File: src/rtl/ft245sync_dev.sv
// FT245 SyncFIFO device model: pin-side flags/bus bridged to host byte streams via two FIFOs (optional FT245SYNC_DEV_THROTTLE_EN).
// Latency: a byte pushed on either side is visible on the other side after one edge; flags are registered.
// Backpressure: o_dn_ready drops when the down FIFO is full; the up FIFO stops at nTXE high; host pops are first-word-fall-through.
module ft245sync_dev #(
    parameter int DEPTH_LOG2      = 4,
    parameter int THROTTLE_PERIOD = 64,
    parameter int THROTTLE_LEN    = 4
) (
    input  logic       i_clk,
    input  logic       i_rst_n,
    input  logic       i_oe_n,
    input  logic       i_rd_n,
    input  logic       i_wr_n,
    input  logic       i_siwu,
    input  logic [7:0] i_data,
    output logic [7:0] o_data,
    output logic       o_data_oe,
    output logic       o_rxf_n,
    output logic       o_txe_n,
    input  logic [7:0] i_dn_data,
    input  logic       i_dn_valid,
    output logic       o_dn_ready,
    output logic [7:0] o_up_data,
    output logic       o_up_valid,
    input  logic       i_up_ready,
    output logic [2:0] o_err
);
    localparam int AW    = DEPTH_LOG2;
    localparam int DEPTH = 1 << DEPTH_LOG2;
    localparam logic [AW:0] FULL = (AW+1)'(DEPTH);

    logic [7:0]    dn_mem_q [DEPTH];
    logic [7:0]    up_mem_q [DEPTH];
    logic [AW-1:0] dn_wp_q, dn_rp_q, up_wp_q, up_rp_q;
    logic [AW:0]   dn_cnt_q, dn_cnt_d, up_cnt_q, up_cnt_d;
    logic          rxf_n_q, rxf_n_d, txe_n_q, txe_n_d;
    logic [2:0]    err_q, err_d;
    logic          dn_push, dn_pop, up_push, up_pop;
    logic          throttle;
    logic          unused_siwu;

    assign unused_siwu = i_siwu;

`ifdef FT245SYNC_DEV_THROTTLE_EN
    localparam int TW = (THROTTLE_PERIOD > 1) ? $clog2(THROTTLE_PERIOD) : 1;
    logic [TW-1:0] thr_cnt_q, thr_cnt_d;

    always_comb begin
        thr_cnt_d = (thr_cnt_q == TW'(THROTTLE_PERIOD - 1)) ? '0 : thr_cnt_q + TW'(1);
    end

    // Throttle looks at the next counter value so the registered flags line up with the counter state.
    assign throttle = (thr_cnt_d >= TW'(THROTTLE_PERIOD - THROTTLE_LEN));

    always_ff @(posedge i_clk or negedge i_rst_n) begin
        if (!i_rst_n) thr_cnt_q <= '0;
        else          thr_cnt_q <= thr_cnt_d;
    end
`else
    assign throttle = 1'b0;
`endif

    assign o_dn_ready = i_rst_n && (dn_cnt_q != FULL);
    assign o_up_valid = (up_cnt_q != '0);
    assign o_data     = (dn_cnt_q != '0) ? dn_mem_q[dn_rp_q] : 8'h00;
    assign o_up_data  = up_mem_q[up_rp_q];
    assign o_data_oe  = !i_oe_n && i_rst_n;
    assign o_rxf_n    = rxf_n_q;
    assign o_txe_n    = txe_n_q;
    assign o_err      = err_q;

    always_comb begin
        dn_push  = i_dn_valid && o_dn_ready;
        dn_pop   = !i_rd_n && !i_oe_n && !rxf_n_q;
        up_push  = !i_wr_n && !txe_n_q;
        up_pop   = o_up_valid && i_up_ready;
        dn_cnt_d = dn_cnt_q + (AW+1)'(dn_push) - (AW+1)'(dn_pop);
        up_cnt_d = up_cnt_q + (AW+1)'(up_push) - (AW+1)'(up_pop);
        rxf_n_d  = (dn_cnt_d == '0) || throttle;
        txe_n_d  = (up_cnt_d == FULL) || throttle;
        err_d    = err_q | {!i_rd_n && !i_wr_n, !i_wr_n && !i_oe_n, !i_rd_n && i_oe_n};
    end

    // Storage has no reset: clearing the pointers and counts discards in-flight bytes.
    always_ff @(posedge i_clk) begin
        if (dn_push) dn_mem_q[dn_wp_q] <= i_dn_data;
        if (up_push) up_mem_q[up_wp_q] <= i_data;
    end

    always_ff @(posedge i_clk or negedge i_rst_n) begin
        if (!i_rst_n) begin
            dn_wp_q  <= '0;
            dn_rp_q  <= '0;
            up_wp_q  <= '0;
            up_rp_q  <= '0;
            dn_cnt_q <= '0;
            up_cnt_q <= '0;
            rxf_n_q  <= 1'b1;
            txe_n_q  <= 1'b1;
            err_q    <= '0;
        end else begin
            if (dn_push) dn_wp_q <= dn_wp_q + AW'(1);
            if (dn_pop)  dn_rp_q <= dn_rp_q + AW'(1);
            if (up_push) up_wp_q <= up_wp_q + AW'(1);
            if (up_pop)  up_rp_q <= up_rp_q + AW'(1);
            dn_cnt_q <= dn_cnt_d;
            up_cnt_q <= up_cnt_d;
            rxf_n_q  <= rxf_n_d;
            txe_n_q  <= txe_n_d;
            err_q    <= err_d;
        end
    end
endmodule

File: config.mk
export PLATFORM = sky130hd
export DESIGN_NAME = ft245sync_dev
export DESIGN_NICKNAME = d
export VERILOG_FILES = /design/src/rtl/ft245sync_dev.sv
export SDC_FILE = /design/constraint.sdc
export NUM_CORES = 1
export LEC_CHECK = 0
export CORE_MARGIN = 2
export CORE_UTILIZATION = 65
export DETAILED_ROUTE_END_ITERATION = 16
export GPL_ROUTABILITY_DRIVEN = 0
export PLACE_DENSITY_LB_ADDON = 0.15
export SYNTH_ARGS = -nofsm -noshare
export SYNTH_HDL_FRONTEND = slang
export SYNTH_SLANG_ARGS = --single-unit
File: constraint.sdc
create_clock -name i_clk -period 5.2 [get_ports i_clk]
set_clock_uncertainty 0.15 [all_clocks]
set_input_delay 0.52 -clock i_clk [delete_from_list [all_inputs] [get_ports i_clk]]
set_output_delay 0.52 -clock i_clk [all_outputs]
set_load 0.02 [all_outputs]
# Word level (Yosys, flattened, before mapping)
# Memory sizes are Yosys's and may differ from the RTL's.
# Index checks and enable logic that the tools add are counted.
dict set report classes {
  addsub 8
  eq_ne 2
  muxes 5
  bitwise_logic 1
  reduce_logical 18
}
# op n
set ops {}
lappend ops {{adder 4 x 1 -> 4 bit (second input constant)} 4}
lappend ops {{adder 5 x 1 -> 5 bit} 2}
lappend ops {{logical AND 1 bit} 10}
lappend ops {{nonzero test 5 bit} 2}
lappend ops {{subtractor 5 x 1 -> 5 bit} 2}
lappend ops {{2-to-1 mux 8 bit} 1}
lappend ops {{equality test 5 bit (second input constant)} 1}
lappend ops {{zero test 1 bit} 5}
lappend ops {{zero test 5 bit} 1}
lappend ops {{inequality test 5 bit (second input constant)} 1}
lappend ops {{2-to-1 mux 1 bit} 4}
lappend ops {{OR 3 bit} 1}
dict set report totals {
  register_bits 31
  ram_bits 256
  in_bits 24
  out_inout_bits 24
  word_cells 45
  memories 2
}
# memory words width read_ports rd_clocked_by_memory_dff write_ports line_no
set memory_table {}
lappend memory_table {dn_mem_q 16 8 1 0 1 32} ;# logic [7:0] dn_mem_q [DEPTH];
lappend memory_table {up_mem_q 16 8 1 0 1 33} ;# logic [7:0] up_mem_q [DEPTH];

# Logic depth before layout (Yosys ltp)
# Gate-level depths: netlist of run 1.
dict set report logic_depth {
  word_depth 6
  depth_mapped 14
}

# Worst setup path before layout of run 1
# OpenSTA, ideal clock, no wires.
dict set report synth_timing {
  kind {reg2reg}
  start {reg up_cnt_q[3]}
  end {reg txe_n_q (netlist: o_txe_n)}
  setup_time_ns 0.062
  arrival_ns 2.912
  setup_slack_ns 2.076
  stages_incl_launch_ff 14
  path_buffers 1
  path_cell_list {dfrtp_1 > inv_1 > ha_1 > or4b_1 > and2_0 > buf_2 > ha_1 > inv_1 > ha_1 > fa_1 > a21oi_1 > o21bai_1 > xnor2_1 > and3b_1}
}
dict set report synth_via {
  elab_chain_cells 4
}
# item line_no
set synth_lines {}
lappend synth_lines {{start, declared} 35} ;# logic [AW:0] dn_cnt_q, dn_cnt_d, up_cnt_q, up_cnt_d;
lappend synth_lines {{start signal, assigned} 107} ;# up_cnt_q <= up_cnt_d;
lappend synth_lines {{nonzero test 5 bit} 64} ;# assign o_up_valid = (up_cnt_q != '0);
lappend synth_lines {{via o_up_valid} 24} ;# output logic o_up_valid,
lappend synth_lines {{logical AND 1 bit} 76} ;# up_pop = o_up_valid && i_up_ready;
lappend synth_lines {{via up_pop} 38} ;# logic dn_push, dn_pop, up_push, up_pop;
lappend synth_lines {{subtractor 5 x 1 -> 5 bit} 78} ;# up_cnt_d = up_cnt_q + (AW+1)'(up_push) - (AW+1)'(up_pop);
lappend synth_lines {{via up_cnt_d[4]} 35}
lappend synth_lines {{equality test 5 bit} 80} ;# txe_n_d = (up_cnt_d == FULL) || throttle;
lappend synth_lines {{via txe_n_d} 36} ;# logic rxf_n_q, rxf_n_d, txe_n_q, txe_n_d;
lappend synth_lines {{end signal, assigned} 109} ;# txe_n_q <= txe_n_d;
lappend synth_lines {{end, declared} 36}
# The timed path passes the listed nets, and every way through them passes these cells.
# A chain may end at the register's enable or synchronous reset.

# Worst setup path after layout of run 1
dict set report layout_timing {
  start {reg up_rp_q[0]}
  end {out o_up_data[5]}
}
dict set report layout_via {
  elab_chain_cells 1
}
# item line_no
set layout_lines {}
lappend layout_lines {{start, declared} 34} ;# logic [AW-1:0] dn_wp_q, dn_rp_q, up_wp_q, up_rp_q;
lappend layout_lines {{start signal, assigned} 105} ;# if (up_pop) up_rp_q <= up_rp_q + AW'(1);
lappend layout_lines {{memory (16 x 8 bit)} --}
lappend layout_lines {{end, declared} 23} ;# output logic [7:0] o_up_data,
# Every way passes these cells.

==> results, run 1 <==
- The count of endpoints failing hold in the final timing report is 0.
- The number of enable-type register cells in the synthesized netlist is 256.
- The worst register-to-register path has a depth of 14.
- The relative slew slack is 16.2%.
- The finished cells cover 13000 sq um.
- The layout cell share with drive strength beyond 1 is 16.2%.
- The buffer type at the clock tree root is clkbuf_16.
- The number of nets still failing antenna checks after routing is 0.
- From left edge to right edge, the die measures 137 um.
- The post-cts sizing count is 0.
- The most instantiated library cell after synthesis is edfxtp_1.
- The number of CTS-inserted buffers is 27.
- The portion of total power attributed to combinational logic is 32.1%.
- CTS built an H-tree with a depth of 1.
- From synthesis to final layout, the design area changed by 12.6%.
- The arrival time of data at the critical path endpoint is 3.27 ns.
- The met2 routed wirelength is 11200 um.
- The via count of the first global-routing pass came to 5721.
- Prior to clock tree synthesis, the placed netlist has a worst setup slack of 1.56 ns.
- The final cell utilization of the core is 75.1%.
- The DRC violations left is 0.
- After clock tree synthesis, the clock-pin slew on the worst setup and hold paths is 0.06 ns.
- Of all cell types, the one taking the most synthesized area is edfxtp_1.
- Across the run, the number of max-cap violations was 0.
- The placed instances occupy a cell area of 12200 sq um.
- The CTS tree is yes.
- Once the floorplan was initialized, standard cells occupied 66.7% of the core.
- The period utilization is 75.8%.
- At the end of the flow, the number of nets in the layout was 699.
- The endpoint identified for the worst register-to-register timing path is dn_cnt_q[4]$_DFF_PN0_.
- The async set-reset flop share out of synthesis is 10.8%.
- The initial antenna violation count is 0.
- Global routing used 23.6% of the available tracks across all layers.
- The highest cell delay on the worst timing path is 0.84 ns.
- The quantity of I/O buffers inserted on ports is 46.
- Ranked by instance count, the synthesized netlist is headed by edfxtp_1, mux4_2, inv_1, dfrtp_1, nand2_1.
- Setup slack on the worst reg-to-reg path comes out at 1.78 ns.
- Entering global routing, the biggest net connects 36 pins.
- The number of pins exceeding their max-slew limit in the final report is 0.
- Broken down by cell family, the worst path's largest delay share belongs to buffers and inverters.
- The count of buffering cells on the critical path with inverters included is 2.
- In this run, synthesis produced a sequential element count of 287.
- The part of the total power dissipated in the clock network is 25.0%.
- The startpoint kind of the worst setup timing path is a flip-flop.
- The post-synthesis net count is 642.
- The longest clock path from root to sink contains 3 buffers.
- After floorplanning, the core was sized to cover 17400 sq um.
- The floorplan has 48 rows.
- At the worst endpoint, the required time is 4.53 ns.
- In this run the power density over the cells is 550 nW/um^2.
- The number of antenna diodes in the final layout is 0.
- Of the total power, the share spent switching nets is 31.3%.
- The signal on the critical path passes through buf_4, mux4_2, a22oi_1, nand2_1, clkdlybuf4s50_1.
- In the post-synthesis netlist, the biggest area contributors are edfxtp_1, mux4_2, dfrtp_1.
- The Yosys step of the flow raised 0 warnings.
- Wires add up to 21200 um.
- Dividing the detail-routed via count by the number of cells gives 6.13.
- The number of unique standard cell types used by synthesis is 42.
- For this design, the CTS-stage hold fixing added 0 buffers.
- The number of standard cells in the final layout excluding fillers is 897.
- Detailed routing inserted a total of 5499 vias.
- The most used flip-flop cell after synthesis is edfxtp_1.
- The first detailed-routing pass took 5 iterations.
- Cell internal power was estimated by the tool at 4.92 mW.
- The total global routing overflow is 0.
- The flow ran to the end, and the final reports show no timing, DRC or antenna violations.
- The minimum clock period after layout is 3.94 ns.
- For this block, wires on met1 add up to 8510 um.
- The later pin in the worst-skew pair is clocked with a latency of 0.53 ns.
- Detailed placement ended at an HPWL of 13600 um.
- Setup repair after global routing left no endpoint under its margin.
- In this run, placement finished with an instance count of 847.
- The master of the slowest instance on the critical path is dfrtp_2.
- The post-route setup TNS is 0 ns.
- Based on the critical path, the design can be clocked at up to 254 MHz.
- After technology mapping, the gate count stands at 594.
- After synthesis, flip-flops and latches occupy 73.2% of the total area.
- After clock tree synthesis, the setup repair step added 0 buffers.
- The worst hold path belongs to the class primary input to asynchronous set/reset pin.
- The count of routing violations after the opening detailed-route iteration is 436.
- The average instance in the mapped netlist occupies 19.5 sq um.
- After detailed routing, the average wire length per cell comes to 23.6 um.
- For the pin with the worst max-slew slack, the measured transition is 1.25 ns.
- Counting every sink on the clock net gives 287.
- Of the post-synthesis cell area, the dominant cell type holds 66.4%.
- STA classifies the critical path endpoint as a primary output.
- The minimum setup slack in the final design is 1.26 ns.
- After detailed routing, no signal wire sits above met4.
- The net switching power of the design is 2.25 mW.
- The first-pass GRT wire length is 32300 um.
- Per report_power, the sequential group accounts for 42.9% of the total.
- From bottom edge to top edge, the die measures 137 um.
- In this run the number of cells on the critical path is 5.
- The worst-path maximum fanout is 23.
- The floorplan die area is 18900 sq um.
- Detailed routing placed a total of 931 um of wire on met3.
- VDD sags by at most 0.517 mV.
- Setup violations remaining at the end of the flow were counted as 0.
- The worst register-to-register path begins at dn_cnt_q[2]$_DFF_PN0_.
- The netlist area before placement is 11600 sq um.
- The worst setup path is of the flip-flop to primary output kind.
- Pin placement for this block handled 48 I/O pins.
- The cell leakage power is 4.47 nW.
-- per-stage QoR --
| stage | total power, mW | hold slack (ns) |
|---|---|---|
| after detailed placement | 5.44 | 0.317 |
| after global placement | 5.32 | 0.287 |
| after CTS | 7.23 | 0.275 |
| final | 7.17 | 0.266 |
| after floorplan | 4.67 | 0.0744 |
| after global routing | 7.51 | 0.305 |
-- how the worst max path moves through the flow --
| stage | startpoint | endpoint | slack [ns] |
|---|---|---|---|
| 3_5_place_dp | i_rst_n | dn_cnt_q[4]$_DFF_PN0_ | 1.56 |
| 2_1_floorplan | up_cnt_q[3]$_DFF_PN0_ | o_txe_n$_DFF_PN1_ | 2.08 |
| 3_3_place_gp | i_rst_n | dn_cnt_q[4]$_DFF_PN0_ | 1.62 |
| 4_1_cts | up_rp_q[0]$_DFFE_PN0P_ | o_up_data[5] | 1.16 |
| 6_report | up_rp_q[0]$_DFFE_PN0P_ | o_up_data[5] | 1.26 |
| 5_1_grt | up_rp_q[0]$_DFFE_PN0P_ | o_up_data[5] | 0.99 |
-- power by group through the flow --
stage / sequential, mW / combinational [mW] / clock [mW]
after floorplan: 2.95 / 1.72 / 0
after global placement: 3.11 / 2.22 / 0
after detailed placement: 3.13 / 2.31 / 0
after CTS: 3.08 / 2.33 / 1.82
after global routing: 3.12 / 2.48 / 1.90
final: 3.07 / 2.31 / 1.79
-- per-layer routing --
| metal | GRT usage [%] | up-vias |
|---|---|---|
| li1 | - | 2463 |
| met1 | 31.1 | 2804 |
| met2 | 41.5 | 195 |
| met3 | 2.76 | 37 |
| met4 | 7.85 | 0 |
| met5 | 0 | - |
-- logic make-up (layout without fill, tap and decap cells) --
logic type / after synthesis / count (layout) / synth area share (%)
flops: 287 / 287 / 73.2
simple gates: 91 / 91 / 4.01
mux: 74 / 74 / 13.9
buf+inv: 60 / 138 / 2.32
compound gates: 39 / 39 / 2.47
fa+ha+maj: 24 / 24 / 2.72
xor+xnor: 19 / 19 / 1.44
-- cell usage in the layout, fill, tap and decap left out, types with 5 or more instances in the layout --
master           Yosys  final
clkinv_2             0      9
a21oi_1              5      5
nor3_1               8      8
clkdlybuf4s50_1      0     46
clkbuf_1             5      6
mux4_1              14     14
edfxtp_1           256    256
mux4_2              50     50
mux2_2              10     10
nor2_1              15     15
nand2_1             28     28
o221ai_1             8      8
ha_1                22     22
clkbuf_16            0     27
dfrtp_1             29     27
and2_1              17     17
clkinv_1             0      6
inv_1               36     36
xor2_1               7      7
xnor2_1             12     12
a22oi_1             16     16
buf_4                2      6
-- state kept, by name, summed over array words and instances (netlist names) --
register and count:
dn_cnt_q 5, up_wp_q 4, dn_wp_q 4, up_rp_q 4, up_mem_q 128, dn_rp_q 4, dn_mem_q 128, o_txe_n 1
o_err 3, up_cnt_q 5, o_rxf_n 1
-- cell type report --
class	count	area [sq um]
clock buffer	33	698
clock inverter	17	106
fill	962	4320
inverter	36	135
multi-input combinational	247	2840
sequential	287	8470
tap	225	282
timing repair buffer	52	505
No activity file was read; power rests on OpenSTA's default activity.
==> run 2: changes to the inputs <==
- CORE_UTILIZATION: 65 -> 54
- clock period: 5.2 -> 3.2 ns (I/O delays scaled with it)
==> results, run 2 (synthesized netlist as in run 1, its figures left out) <==
- Measured against its own limit, the worst slew margin works out to 53.8%.
- The via count of the first global-routing pass is 5870.
- Summed over all cells, the static leakage comes to 4.73 nW.
- The layout cell share with drive strength beyond 1 is 20.3%.
- The chip height is 150 um.
- The data required time at the worst endpoint is 2.73 ns.
- For this design, the sink count on the clock tree is 287.
- Using the TritonRoute via totals, the vias-per-cell ratio works out to 5.66.
- The HPWL after detailed placement is 14000 um.
- Across all hold checks on the routed design, the worst slack comes to 0.0676 ns.
- The number of nets still failing antenna checks after routing is 0.
- The number of antenna diodes in the final layout is 0.
- The worst hold-check path type is primary input to asynchronous set/reset pin.
- Data arrives at the worst endpoint at 2.68 ns.
- STA classifies the critical path endpoint as a primary output.
- The power per cell area is 897 nW/um^2.
- The final setup violation count is 0.
- The layout filler cell count is 1455.
- In the global route stage, overall resource usage came out at 20.2%.
- The initial utilization of the core area, before any placement, comes to 55.1%.
- The die covers 22600 sq um.
- The initial antenna violation count is 0.
- In the layout the commonest cells are edfxtp_1, mux4_2, inv_1.
- Measured along the x axis, the die boundary spans 150 um.
- The most common cell after layout, fill and taps aside is edfxtp_1.
- The count of endpoints failing hold in the final timing report is 0.
- The post-synthesis to final-layout area growth is 16.6%.
- At the placement stage, the worst setup path has a slack of 0.132 ns.
- TritonCTS built the clock tree.
- Across the run, the number of max-cap violations was 0.
- For this run, the top clock speed supported by timing is 318 MHz.
- The clock network latency to the later pin of the worst-skew pair is 0.53 ns.
- The post-route setup TNS is 0 ns.
- Setup repair after global routing left no endpoint under its margin.
- Summing internal, switching and leakage power gives 12.1 mW.
- For this design, the CTS-stage hold fixing added 0 buffers.
- After routing the design area is 13500 sq um.
- The DRC violations left is 0.
- The total global routing overflow is 0.
- The maximum clock insertion buffer count is 3.
- Across the VDD grid, the largest voltage drop is 0.503 mV.
- In this run the worst path has a maximum fanout of 25.
- The quantity of I/O buffers inserted on ports is 46.
- The total wirelength of the detailed-routed design is 21800 um.
- For this design the top-level I/O count stands at 48.
- The count of routing violations after the opening detailed-route iteration is 382.
- In this run the number of H-tree levels came out at 1.
- The pre-antenna-repair detailed-routing pass consisted of 4 iterations.
- The clock-pin slew of the registers on the worst-case setup and hold paths is 0.06 ns.
- Summing all placed instances gives a cell area of 12500 sq um.
- The area of the placeable core is 21000 sq um.
- The minimum clock period after layout is 3.15 ns.
- After the last flow step, the layout net total stands at 724.
- At the pin with the least slew margin, the transition time is 0.690 ns.
- The largest registers in the layout are dn_mem_q: 128 flops, up_mem_q: 128 flops.
- The startpoint kind of the worst setup timing path is a flip-flop.
- The routed layout has 5506 vias.
- The first global-routing pass estimated 33800 um of wire.
- By startpoint and endpoint, the worst setup path is classified as flip-flop to primary output.
- The initialized floorplan defines 53 standard-cell rows.
- The pin count of the biggest net entering global routing is 35.
- The minimum setup slack in the final design is 0.0515 ns.
- The number of pins exceeding their max-slew limit in the final report is 0.
- The period utilization is 98.4%.
- After detailed routing, the average wire length per cell comes to 22.4 um.
- The tree is rooted in a clkbuf_16.
- The run finished with clean final reports.
- The number of CTS-inserted buffers is 29.
-- run 2: cell types whose count changed in the layout (fill, tap and decap cells not counted), moves of 6 or more --
cell / delta
clkinv_2: -6
dlygate4sd2_1: +11
clkdlybuf4s50_1: -16
clkinv_1: -6
clkbuf_1: +6
buf_4: +19
-- run 2: worst paths after layout --
check | startpoint | end | slack, ns | cells after the start
max in group asynchronous | i_rst_n | o_txe_n$_DFF_PN1_ | 2.50 | 2
worst min-delay path | i_rst_n | dn_cnt_q[3]$_DFF_PN0_ | 0.07 | 2
worst max register to register | up_cnt_q[3]$_DFF_PN0_ | o_txe_n$_DFF_PN1_ | 0.19 | 12
worst min register to register | o_err[0]$_DFF_PN0_ | o_err[0]$_DFF_PN0_ | 0.31 | 1
min in group i_clk | i_wr_n | o_err[2]$_DFF_PN0_ | 0.27 | 2
worst max-delay path | dn_rp_q[1]$_DFFE_PN0P_ | o_data[4] | 0.05 | 6
-- run 2: area by class of cell --
class                   count  area (sq um)  share of cell area (%)
flip-flops and latches    287          8470                    62.8
multi-input cells         247          2870                    21.3
well taps                 275           344                    2.55
clock buffers              47           876                    6.49
inverters                  36           135                    1.00
clock inverters             6          60.1                   0.445
repair buffers             75           737                    5.46
-- run 2: worst max-delay path, stage by stage, from the launching register on --
cell and delay, ns:
dfrtp_1 0.39, buf_12 0.21, mux4_1 0.62, mux2_2 0.31
nand2_1 0.07, o221ai_1 0.16, dlygate4sd2_1 0.36
-- run 2: report_power, final --
group          switching (mW)  total, mW  internal (mW)
clock                    1.31       3.25           1.94
sequential              0.303       4.86           4.56
combinational            2.12       3.99           1.87
total                    3.73       12.1           8.37
-- run 2: repair_timing --
item,CTS,global route
resized for setup,17,8
setup endpoints to repair,16,8
pin swaps,1,1
gates cloned,1,0
buffers inserted,1,0
-- run 2: per-layer routing --
layer / vias to the layer above / GRT usage, % / wire (um)
li1: 2518 / - / -
met1: 2833 / 26.7 / 9120
met2: 119 / 35.5 / 11400
met3: 36 / 2.88 / 801
met4: 0 / 5.66 / 512
met5: - / 0 / 0
-- run 2: per-stage QoR --
step	cells	util, %
after detailed placement	918	59.4
after floorplan	594	-
after global routing	973	64.2
after CTS	973	64.1
final	973	64.2
after global placement	918	59.4
==> run 3: changes to the inputs <==
- CORE_UTILIZATION: 54 -> 60
- HOLD_SLACK_MARGIN: default -> 0.12
- clock period: 3.2 -> 3.4 ns (I/O delays scaled with it)
==> results, run 3 (synthesized netlist as in run 1, its figures left out) <==
- The flow ran to the end, and the final reports show no timing, DRC or antenna violations.
- In the final routed layout, each cell accounts on average for 22.7 um.
- The quantity of I/O buffers inserted on ports is 46.
- The first-pass GRT wire length is 33100 um.
- The worst-case reg-to-reg path depth is 12.
- Setup repair after global routing left no endpoint under its margin.
- The total global routing overflow is 0.
- The die extent in x is 143 um.
- After detailed routing, the number of remaining DRC violations is 0.
- The number of antenna diodes in the final layout is 0.
- In this run the power density over the cells is 851 nW/um^2.
- Leaving out fill and tap cells, the most frequent cells in the layout are edfxtp_1, mux4_2, clkdlybuf4s50_1.
- The worst reg2reg path endpoint is o_txe_n$_DFF_PN1_.
- The kind of end point of the critical path is a primary output.
- The critical path is of the flip-flop to primary output type.
- The tightest hold path in the finished design has a slack of 0.215 ns.
- The worst setup slack for register-to-register paths is 0.23 ns.
- Buffers inserted during clock tree synthesis total 28.
- The final setup violation count is 0.
- The tree is rooted in a clkbuf_16.
- Following the worst setup path forward leads to its endpoint at o_data[6].
- For this run, the post-layout net count is 710.
- The worst-path maximum fanout is 8.
- The period utilization is 97.5%.
- STA puts the critical path data arrival time at 2.83 ns.
- The worst hold-check path type is primary input to asynchronous set/reset pin.
- The total wirelength of the detailed-routed design is 21400 um.
- The count of TritonRoute iterations in the first routing pass is 4.
- The number of pins exceeding their max-slew limit in the final report came to 0.
- In the post-route analysis, the smallest setup slack over all paths is 0.0846 ns.
- The chip height is 143 um.
- The total global-route track usage is 22.0%.
- The post-route setup TNS is 0 ns.
- Prior to clock tree synthesis, the placed netlist has a worst setup slack of 0.162 ns.
- The post-synthesis to final-layout area growth is 15.1%.
- The count of routing violations after the opening detailed-route iteration is 477.
- After detailed routing, the number of vias per cell comes to 5.93.
- The boundary pin count is 48.
- The maximum ir drop on the vdd rail is 0.628 mV.
- The number of maximum-capacitance violations is 0.
- The floorplan step defined a core boundary enclosing 18800 sq um.
- No sink is reached through more buffers than the 3 on the longest clock path.
- Walking the worst path, the cells encountered are inv_1, ha_1, or4b_1, nor2b_2, nand2_1, o221ai_1, clkdlybuf4s50_1.
- The starting density of the core is 61.5%.
- The via count of the first global-routing pass is 5960.
- In this run the critical register-to-register path is launched from up_cnt_q[2]$_DFF_PN0_.
- The slowest stage of the critical path is the or4b_1 cell.
- The total via count in the routed design is 5588.
- The largest registers in the layout are dn_mem_q: 128 flops, up_mem_q: 128 flops.
- The CTS tree is yes.
- At the later pin of the worst-skew pair, clock insertion delay measures 0.53 ns.
- The count of clock tree sinks is 287.
- Tracing the worst setup path back leads to its startpoint at dn_cnt_q[3]$_DFF_PN0_.
- Timing would allow up to 302 MHz.
- The initial antenna violation count came to 0.
- On the worst path, the slowest cell contributes a delay of 0.59 ns.
- The transition time at the pin with the least slew margin is 0.841 ns.
- The HPWL after detailed placement is 13700 um.
- After clock tree synthesis, the clock-pin slew on the worst setup and hold paths is 0.06 ns.
- The analysis attributes to cell leakage a power of 4.64 nW.
- In this run the core area contains 50 standard-cell rows.
- The data required time at the worst endpoint is 2.91 ns.
- The layout cell share with drive strength beyond 1 is 18.7%.
- After layout, the minimum clock period comes to 3.32 ns.
- The number of levels the H-tree was split into is 1.
- The number of nets still failing antenna checks after routing is 0.
- After filler insertion, the fill cell instance count of the layout stands at 1153.
- The count of endpoints failing hold in the final timing report came to 0.
- The floorplan die area is 20400 sq um.
- The relative slew slack is 43.8%.
- The startpoint kind of the worst setup timing path is a flip-flop.
- Entering global routing, the biggest net connects 36 pins.
- The most common cell after layout, fill and taps aside is edfxtp_1.
-- run 3: where the power goes --
| group | switching, mW | leakage [nW] | internal, mW | total, mW |
|---|---|---|---|---|
| clock | 1.26 | 0.442 | 1.74 | 3.00 |
| sequential | 0.319 | 2.66 | 4.29 | 4.61 |
| combinational | 1.93 | 1.54 | 1.80 | 3.73 |
| total | 3.51 | 4.64 | 7.83 | 11.3 |
-- run 3: stage by stage --
| stage | power, mW | util (%) | area [sq um] | instances |
|---|---|---|---|---|
| global route | 11.9 | 70.8 | 13300 | 943 |
| floorplan | 7.14 | - | 11600 | 594 |
| CTS | 11.4 | 70.6 | 13300 | 942 |
| global placement | 8.26 | 65.7 | 12400 | 890 |
| detailed placement | 8.41 | 65.7 | 12400 | 890 |
| finish | 11.3 | 70.8 | 13300 | 943 |
-- run 3: repair_timing --
action                                 in CTS  in global routing
endpoints found under the hold margin      31                  0
gates cloned                                0                  0
buffers inserted                            0                  1
pin swaps                                   0                  1
setup endpoints to repair                   5                  9
resized for setup                           1                 10
hold buffers                                1                  0
-- run 3: critical path: cells and delay by family, from the launching register on --
family / cells / cell delay, ns
AO/OA/AOI/OAI: 1 / 0.12
adder cells (fa/ha/maj): 1 / 0.16
buffers and inverters: 2 / 0.65
flip-flops: 1 / 0.39
AND/OR/NAND/NOR: 3 / 0.98
-- run 3: worst min-delay path by stage --
| stage | start | to | slack [ns] | cells past startpoint |
|---|---|---|---|---|
| 6_report | i_rst_n | up_cnt_q[1]$_DFF_PN0_ | 0.22 | 3 |
| 4_1_cts | i_rst_n | dn_cnt_q[3]$_DFF_PN0_ | 0.23 | 3 |
| 3_3_place_gp | i_rst_n | dn_cnt_q[3]$_DFF_PN0_ | 0.25 | 2 |
| 3_5_place_dp | i_rst_n | dn_cnt_q[3]$_DFF_PN0_ | 0.25 | 2 |
| 2_1_floorplan | i_rst_n | dn_cnt_q[0]$_DFF_PN0_ | -0.11 | 0 |
| 5_1_grt | i_rst_n | dn_cnt_q[4]$_DFF_PN0_ | 0.27 | 3 |
-- run 3: cell type report --
type                    instances  area [sq um]  share of cell area, %
inverters                      36           135                   1.01
flip-flops and latches        287          8470                   63.6
well taps                     260           325                   2.44
clock buffers                  33           761                   5.71
multi-input cells             247          2850                   21.4
clock inverters                18           141                   1.06
repair buffers                 62           643                   4.83
-- run 3: per-layer routing --
metal,vias to the layer above,global-route usage (%),share of wire [%]
met5,-,0,0
met2,171,37.3,52
li1,2482,-,-
met1,2886,29.5,41
met3,49,2.95,4.2
met4,0,8.49,3.6
